[src/rtl/pipe_field.sv]
// pipe_field: NUM_PIPES scrolling pipe pairs with frame-synchronous motion, LFSR gap
// placement, difficulty levels and pass detection. Define PIPE_CAP_EN to build the cap overlay.
module pipe_field #(
  parameter int          NUM_PIPES      = 4,
  parameter int          PIPE_WIDTH     = 40,
  parameter int          PIPE_SPACING   = 220,
  parameter int          SCREEN_WIDTH   = 640,
  parameter int          VISIBLE_HEIGHT = 480,
  parameter int          RESPAWN_PX     = 720,
  parameter int          BIRD_X         = 160,
  parameter int          GAP_MIN_TOP    = 60,
  parameter int          TOP_SPAN       = 256,
  parameter int          GAP_MAX_SIZE   = 150,
  parameter int          GAP_MIN_SIZE   = 100,
  parameter int          GAP_STEP       = 10,
  parameter int          LEVEL_PASSES   = 8,
  parameter logic [15:0] LFSR_SEED      = 16'hACE1
) (
  input  logic       clk,
  input  logic       reset_n,
  input  logic       start,
  input  logic       freeze,
  input  logic       frame_tick,
  input  logic [1:0] speed,
  input  logic [9:0] hCount,
  input  logic [9:0] vCount,
  output logic       pipe_pixel,
  output logic       pipe_cap,
  output logic       pass_pulse,
  output logic [3:0] level,
  output logic [1:0] state
);

  typedef enum logic [1:0] {S_IDLE = 2'd0, S_RUN = 2'd1, S_FROZEN = 2'd2} state_t;
  localparam int CW = $clog2(LEVEL_PASSES + 1);

  state_t        st, st_nxt;
  logic [11:0]   px     [NUM_PIPES];
  logic [9:0]    top    [NUM_PIPES];
  logic [9:0]    size   [NUM_PIPES];
  logic [11:0]   px_nxt [NUM_PIPES];
  logic [15:0]   lfsr;
  logic [CW-1:0] pass_cnt;

  logic [11:0] step, resp_px;
  logic [2:0]  sel;
  logic        any_resp, any_cross, hit;
  logic [8:0]  r_raw, r_fold;
  logic [9:0]  top_nxt, size_nxt;
  int          sz;

  function automatic logic [11:0] init_px(int i);
    return 12'(RESPAWN_PX + i * PIPE_SPACING);
  endfunction

  function automatic logic [9:0] init_top(int i);
    return 10'(GAP_MIN_TOP + 60 * i);
  endfunction

  assign state = st;

  // NOTE: every combinational output gets a default first, so no path can infer a latch.
  always_comb begin
    st_nxt = st;
    unique case (st)
      S_IDLE:   if (start)  st_nxt = S_RUN;
      S_RUN:    if (freeze) st_nxt = S_FROZEN;
      S_FROZEN: if (start)  st_nxt = S_IDLE;
      default:  st_nxt = S_IDLE;
    endcase
  end

  // Motion for one tick: move every pipe, respawn only the lowest-index exhausted one.
  always_comb begin
    step      = 12'(speed) + 12'd1;
    any_resp  = 1'b0;
    any_cross = 1'b0;
    sel       = '0;
    for (int i = NUM_PIPES - 1; i >= 0; i--)
      if (px[i] <= step) begin
        any_resp = 1'b1;
        sel      = 3'(i);
      end
    for (int i = 0; i < NUM_PIPES; i++) begin
      px_nxt[i] = (px[i] > step) ? px[i] - step : px[i];
      if (px[i] > step && px[i] > 12'(BIRD_X) && px_nxt[i] <= 12'(BIRD_X)) any_cross = 1'b1;
    end
    resp_px = 12'(RESPAWN_PX);
    for (int i = 0; i < NUM_PIPES; i++)
      if (3'(i) != sel && px_nxt[i] + 12'(PIPE_SPACING) > resp_px)
        resp_px = px_nxt[i] + 12'(PIPE_SPACING);
    for (int i = 0; i < NUM_PIPES; i++)
      if (any_resp && 3'(i) == sel) px_nxt[i] = resp_px;

    r_raw    = lfsr[8:0] ^ 9'(32'(sel) * 32'h0B5);
    r_fold   = ({1'b0, r_raw} >= 10'(TOP_SPAN)) ? 9'({1'b0, r_raw} - 10'(TOP_SPAN)) : r_raw;
    top_nxt  = 10'(GAP_MIN_TOP) + 10'(r_fold);
    sz       = GAP_MAX_SIZE - GAP_STEP * int'(level);
    if (sz < GAP_MIN_SIZE) sz = GAP_MIN_SIZE;
    size_nxt = 10'(sz);
  end

  always_comb begin
    hit = 1'b0;
    for (int i = 0; i < NUM_PIPES; i++)
      if (12'(hCount) < px[i] && 12'(hCount) + 12'(PIPE_WIDTH) >= px[i] &&
          !(vCount >= top[i] && 11'(vCount) < 11'(top[i]) + 11'(size[i])))
        hit = 1'b1;
    if (hCount >= 10'(SCREEN_WIDTH) || vCount >= 10'(VISIBLE_HEIGHT)) hit = 1'b0;
  end

  // NOTE: sequential state uses non-blocking assignments only, so every flop samples pre-edge values.
  always_ff @(posedge clk or negedge reset_n) begin
    if (!reset_n) begin
      st         <= S_IDLE;
      lfsr       <= LFSR_SEED;
      level      <= '0;
      pass_cnt   <= '0;
      pass_pulse <= 1'b0;
      pipe_pixel <= 1'b0;
      // NOTE: the per-pipe arrays are a handful of flops, not a RAM, so they take reset values.
      for (int i = 0; i < NUM_PIPES; i++) begin
        px[i]   <= init_px(i);
        top[i]  <= init_top(i);
        size[i] <= 10'(GAP_MAX_SIZE);
      end
    end else begin
      st         <= st_nxt;
      pass_pulse <= 1'b0;
      pipe_pixel <= hit;
      if (st == S_RUN) lfsr <= {1'b0, lfsr[15:1]} ^ (lfsr[0] ? 16'hB400 : 16'h0000);
      if (st == S_FROZEN && start) begin
        level    <= '0;
        pass_cnt <= '0;
        for (int i = 0; i < NUM_PIPES; i++) begin
          px[i]   <= init_px(i);
          top[i]  <= init_top(i);
          size[i] <= 10'(GAP_MAX_SIZE);
        end
      end else if (st == S_RUN && frame_tick) begin
        for (int i = 0; i < NUM_PIPES; i++) begin
          px[i] <= px_nxt[i];
          if (any_resp && 3'(i) == sel) begin
            top[i]  <= top_nxt;
            size[i] <= size_nxt;
          end
        end
        if (any_cross) begin
          pass_pulse <= 1'b1;
          if (pass_cnt == CW'(LEVEL_PASSES - 1)) begin
            pass_cnt <= '0;
            if (level != 4'd15) level <= level + 4'd1;
          end else begin
            pass_cnt <= pass_cnt + CW'(1);
          end
        end
      end
    end
  end

`ifdef PIPE_CAP_EN
  logic cap_hit;

  // Caps are 12-row bands bordering the gap, 4 px wider than the pipe on each side.
  always_comb begin
    cap_hit = 1'b0;
    for (int i = 0; i < NUM_PIPES; i++)
      if (12'(hCount) < px[i] + 12'd4 && 12'(hCount) + 12'(PIPE_WIDTH + 4) >= px[i] &&
          ((11'(vCount) + 11'd12 >= 11'(top[i]) && vCount < top[i]) ||
           (11'(vCount) >= 11'(top[i]) + 11'(size[i]) &&
            11'(vCount) < 11'(top[i]) + 11'(size[i]) + 11'd12)))
        cap_hit = 1'b1;
    if (hCount >= 10'(SCREEN_WIDTH) || vCount >= 10'(VISIBLE_HEIGHT)) cap_hit = 1'b0;
  end

  always_ff @(posedge clk or negedge reset_n) begin
    if (!reset_n) pipe_cap <= 1'b0;
    else          pipe_cap <= cap_hit;
  end
`else
  assign pipe_cap = 1'b0;
`endif

endmodule

[config.mk]
export PLATFORM = sky130hd
export DESIGN_NAME = pipe_field
export DESIGN_NICKNAME = d
export VERILOG_FILES = /design/src/rtl/pipe_field.sv
export SDC_FILE = /design/constraint.sdc
export NUM_CORES = 1
export LEC_CHECK = 0
export ABC_CLOCK_PERIOD_IN_PS = 25900
export CAP_MARGIN = 20
export CELL_PAD_IN_SITES_DETAIL_PLACEMENT = 1
export CELL_PAD_IN_SITES_GLOBAL_PLACEMENT = 2
export CORE_MARGIN = 5
export CORE_UTILIZATION = 43
export CTS_BUF_LIST = sky130_fd_sc_hd__clkbuf_4 sky130_fd_sc_hd__clkbuf_8 sky130_fd_sc_hd__clkbuf_16
export DETAILED_ROUTE_END_ITERATION = 10
export PLACE_DENSITY_LB_ADDON = 0.1
export SYNTH_ARGS = -nofsm -noshare
export SYNTH_HDL_FRONTEND = slang
export SYNTH_SLANG_ARGS = --single-unit
[constraint.sdc]
create_clock -name clk -period 25.9 [get_ports clk]
set_input_delay 5.18 -clock clk [delete_from_list [all_inputs] [get_ports clk]]
set_output_delay 5.18 -clock clk [all_outputs]
set_load 0.01 [all_outputs]
==> results of run 1 <==
-- worst max-delay path: cells and delay by family --
kind,cells,cell delay (ns)
multiplexers,3,1.18
AO/OA/AOI/OAI,22,5.28
buffers and inverters,4,0.90
XOR/XNOR,1,0.19
adder cells (fa/ha/maj),6,1.88
AND/OR/NAND/NOR,17,3.09
-- cell type report --
cell class,count,area (µm²)
clock buffer,17,425
clock inverter,15,159
fill,4416,19300
inverter,164,618
multi-input combinational,1539,11200
sequential,148,3780
tap,468,586
timing repair buffer,55,534
-- state kept, by name, summed over array words and instances (netlist names) --
| register | count |
|---|---|
| top | 40 |
| level | 4 |
| lfsr | 16 |
| px | 48 |
| pipe_pixel | 1 |
| state | 2 |
| pass_cnt | 4 |
| size | 32 |
| pass_pulse | 1 |
-- layout by cell type (no fill, tap or decap), types with 18 or more instances in the layout --
cell type / instances
a211oi_1: 34
a21oi_1: 146
o21ai_0: 106
xor2_1: 36
nor3_1: 52
nand2b_1: 42
ha_1: 254
o21a_1: 31
nor4_1: 23
a21o_1: 59
nand3_1: 57
nor2_1: 97
xnor2_1: 72
dfstp_2: 58
mux2i_1: 18
buf_4: 18
o211ai_1: 43
nor2b_1: 44
clkdlybuf4s50_1: 33
nand4_1: 31
dfrtp_1: 90
inv_1: 161
nand2_1: 168
-- path summary, 6_finish.rpt --
kind / start / to / cells past startpoint
setup / recovery: speed[0] / px[24]$_DFFE_PN0P_ / 53
hold / removal: lfsr[15]$_DFFE_PN1N_ / lfsr[15]$_DFFE_PN1N_ / 2
setup reg to reg: px[36]$_DFFE_PN0P_ / px[24]$_DFFE_PN0P_ / 53
hold reg to reg: lfsr[15]$_DFFE_PN1N_ / lfsr[15]$_DFFE_PN1N_ / 2
max in group asynchronous: reset_n / lfsr[5]$_DFFE_PN1N_ / 3
min in group asynchronous: reset_n / top[9]$_DFFE_PN0P_ / 1
-- stage by stage --
| stage | utilization [%] | instance area (µm²) |
|---|---|---|
| floorplan | - | 16000 |
| global placement | 45.6 | 16700 |
| detailed placement | 45.7 | 16700 |
| CTS | 47.3 | 17300 |
| global route | 47.4 | 17300 |
| finish | 47.4 | 17300 |
-- logic make-up after synthesis --
group	synth area share, %
AOI/OAI and AO/OA	22.7
xor gates and xnor gates	6.09
adders and majority gates	20.7
buffers and inverters	6.09
DFF	23.6
muxes	2.30
other	0.0235
and+or+nand+nor	18.5
-- layer usage --
layer / routed length [µm] / up-vias
li1: - / 6928
met1: 28300 / 7346
met2: 24100 / 379
met3: 3410 / 64
met4: 1120 / 0
met5: 0 / -
==> results.toml, run 1 <==
[run_status]
status = "completed"

[clocking]
cts_tree = "built"
cts.sinks = 148
cts-root-buf = "clkbuf_16"
cts_buffers = 17
postCtsHoldBufs = 0
cts_buffer_depth = 2
h-tree-depth = 4
clk_latency_ns = 0.44
cts_setup_buffers = 0
path_clk_slew_ns = 0.08
cts_resized = 0

[finish]
layout-drive-gt1-share_pct = 8.57
final_nets = 2211
final_cells = 2406
syn2layout_area_growth_pct = 8.50
n_antenna_cell = 0

[logic_synthesis]
yosys-top-cells-count = "254 x ha_1, 168 x nand2_1, 161 x inv_1"
ys_seq_area_share_pct = 23.6
yosys-top-cells-area = "ha_1 20%, dfrtp_1 14%, dfstp_2 9.5%"
synth_top_cell_area_share_pct = 19.9
synthesis.nets = 2215
synth_area_mm2 = 0.0160
synth_edf_count = 0
yosysMostFrequentCell = "ha_1"
synth_area_per_cell_um2 = 8.29
synthCells = 1929
yosysWarnings = 0
synth_cell_types = 94
synth_ff_type = "dfrtp_1"
synthArstFlopShare_pct = 100
yosys.area.top_type = "ha_1"
ys_ff_latch = 148

[floorplan]
rows = 70
initial_utilization_pct = 43.7
dieArea_mm2 = 0.0411
die_x_um = 203
die-height_um = 203
coreArea_mm2 = 0.0366
ios = 36

[timing]
worst_pin_slew_ns = 1.12
fin_crit_sh_pct = 67.1
finalMaxSlewViolations = 0
timing.fmax_mhz = 57.6
timing.final.ws_setup_ns = 8.53
rsz0062_at_grt = "false"
final-hold-violation-count = 0
slew_headroom_pct = 25.3
finalSetupViolations = 0
setup_tns_ns = 0
fin_skew_ns = 0.0140
holdWs_ns = 0.469
finalCriticalPeriod_ns = 17.37

[place]
dp_hpwl_um = 43700
dp_cells = 2372
port_buffers = 34
gp_congestion = 0.910
dp_slack_ns = 8.29

[route]
wl_per_cell_um = 23.7
routed_wirelength_um = 56900
dr.pass1.iters = 5
vias = 14700
drtIter0Drc = 1025
vias_per_cell = 6.12
drc_errors = 0
ant_nets = 0

[worst_setup_path]
worstPathArrival_ns = 17.75
path_max_fanout = 36
crit_type = "in -> reg"
rrSetupSlack_ns = 13.70
required_ns = 26.28
critPathMostFrequentCell = "ha_1"
worstSetupStartpointType = "input port"
crit_slowest_cell = "ha_1"
worstSetupEndpointType = "register"
max_stage_delay_ns = 0.59

[global_routing]
antenna_found_initial = 0
grt_max_degree = 80
grt_use_met3_pct = 4.76
grt_pass1_wl_um = 89400
gr-usage-met1_pct = 41.4
overflow = 0
grt_pass1_vias = 15000
grt_util_all_layers_pct = 27.5
gr-max-usage-layer = "met1"
grt_use_met2_pct = 41.2

[job]
maxCapViolations = 0

[min_path]
hold_class = "reg -> reg"
Power of run 1 is not shown: default switching activity piles up to over one toggle a cycle in this logic, so the estimate is an artifact.
==> run 2: changes to the inputs <==
ABC_CLOCK_PERIOD_IN_PS = 14610   (was 25900)
CORE_UTILIZATION = 36   (was 43)
clock period = 14.61 ns   (was 25.9 ns; I/O delays follow)
==> results.toml, run 2 (synthesis gave the netlist of run 1 again) <==
[run_status]
status = "completed"

[timing]
finalSetupViolations = 0
fin_crit_sh_pct = 94.2
finalMaxSlewViolations = 0
timing.fmax_mhz = 72.7
worst_pin_slew_ns = 1.10
fin_skew_ns = 0.0125
slew_headroom_pct = 26.8
final-hold-violation-count = 0
finalCriticalPeriod_ns = 13.76

[route]
dr.pass1.iters = 5
vias = 14600
drtIter0Drc = 857
ant_nets = 0
vias_per_cell = 5.70
drc_errors = 0
routed_wirelength_um = 59100
wl_per_cell_um = 23.1

[finish]
fin_area_mm2 = 0.0177
final_common_cell = "ha_1"
biggestRegsByFlops = "px (48), top (40), size (32)"
layout-drive-gt1-share_pct = 9.99
final_nets = 2235
syn2layout_area_growth_pct = 10.8
n_antenna_cell = 0
final_cells = 2554
fill_cells = 5281
top_register = "px"
largest_register_ff_count = 48
layout_common_cells = "254 x ha_1, 168 x nand2_1, 161 x inv_1"

[worst_setup_path]
worstPathArrival_ns = 14.07
critPathTopFamily = "compound AO/OA/AOI/OAI gates"
rrSetupSlack_ns = 3.52
path_max_fanout = 19
required_ns = 14.92
worst-path-stages = 50
crit_slowest_cell = "or4_1"
worstSetupStartpointType = "input port"
r2r_cells = 50
worstSetupEndpointType = "register"
crit_type = "in -> reg"
max_stage_delay_ns = 0.61
critPathMostFrequentCell = "ha_1"
path_buf_inv = 6

[clocking]
cts_buffer_depth = 2
clk_latency_ns = 0.45
cts_setup_buffers = 0
h-tree-depth = 4
cts-root-buf = "clkbuf_16"
cts_buffers = 17
cts_tree = "built"
cts.sinks = 148
path_clk_slew_ns = 0.07

[floorplan]
coreArea_mm2 = 0.0440
rows = 77
ios = 36
dieArea_mm2 = 0.0487
die_x_um = 221
initial_utilization_pct = 36.3
die-height_um = 221

[place]
gp_congestion = 0.862
dpl_cell_area_mm2 = 0.0170
port_buffers = 34
dp_cells = 2521
dp_hpwl_um = 46300

[min_path]
hold_path_depth = 2
hold_class = "reg -> reg"

[global_routing]
grt_pass1_vias = 14900
grt_max_degree = 81
overflow = 0
grt_pass1_wl_um = 91800
antenna_found_initial = 0
grt_util_all_layers_pct = 24.5

[job]
maxCapViolations = 0
[run 2: changes by cell type in the layout (fill, tap and decap cells not counted), sizes merged]
| cell | change |
|---|---|
| buf | +24 |
| clkinv | +3 |
| bufinv | +1 |
| clkbuf | +1 |
| clkinvlp | -4 |
| inv | -1 |
[run 2: final timing paths]
| kind | from | end |
|---|---|---|
| max | speed[0] | px[44]$_DFFE_PN0P_ |
| min | lfsr[15]$_DFFE_PN1N_ | lfsr[15]$_DFFE_PN1N_ |
| max reg2reg | px[36]$_DFFE_PN0P_ | px[44]$_DFFE_PN0P_ |
| min reg2reg | lfsr[15]$_DFFE_PN1N_ | lfsr[15]$_DFFE_PN1N_ |
| max in group asynchronous | reset_n | state[1]$_DFFE_PN0P_ |
| min in group asynchronous | reset_n | top[9]$_DFFE_PN0P_ |
[run 2: cell type report]
cell class | instances | area (µm²) | area share, %
multi-input combinational | 1539 | 11300 | 63.7
sequential | 148 | 3780 | 21.3
tap | 592 | 741 | 4.18
timing repair buffer | 79 | 687 | 3.88
inverter | 164 | 618 | 3.49
clock buffer | 18 | 439 | 2.48
clock inverter | 14 | 165 | 0.933
[run 2: metal layers]
layer  global-route usage, %  vias up  part of all wire, %
li1                        -     6974                    -
met1                    37.3     7225                   51
met2                    36.1      319                   42
met3                    4.95       44                  5.7
met4                    4.38        0                  1.5
met5                       0        -                    0
[run 2: repair_timing]
item / 4_1_cts / 5_1_grt
endpoints found under the hold margin: 0 / 0
hold buffers: 0 / 0
gates resized for setup: 0 / 12
setup endpoints to repair: 0 / 36
[run 2: through the flow]
stage / util (%) / setup TNS (ns) / hold slack, ns / setup WS (ns)
floorplan: - / 0 / 0.439 / 1.80
global placement: 38.7 / 0 / 0.449 / 0.565
detailed placement: 38.7 / 0 / 0.459 / 0.172
CTS: 40.1 / 0 / 0.469 / 0.599
global route: 40.2 / -0.0563 / 0.482 / -0.0227
finish: 40.2 / 0 / 0.466 / 0.854
[run 2: worst min-delay path: cells and delay by family, from the launching register on]
kind | cells | cell delay [ns]
and+or+nand+nor | 2 | 0.09
DFF | 1 | 0.37
Power of run 2 is left out for the same reason.
==> run 3: changes to the inputs <==
ABC_CLOCK_PERIOD_IN_PS = not set   (was 14610)
==> results of run 3 <==
No change in the layout: final DEF, timing and power equal those of run 2.
Power of run 3 is left out for the same reason.
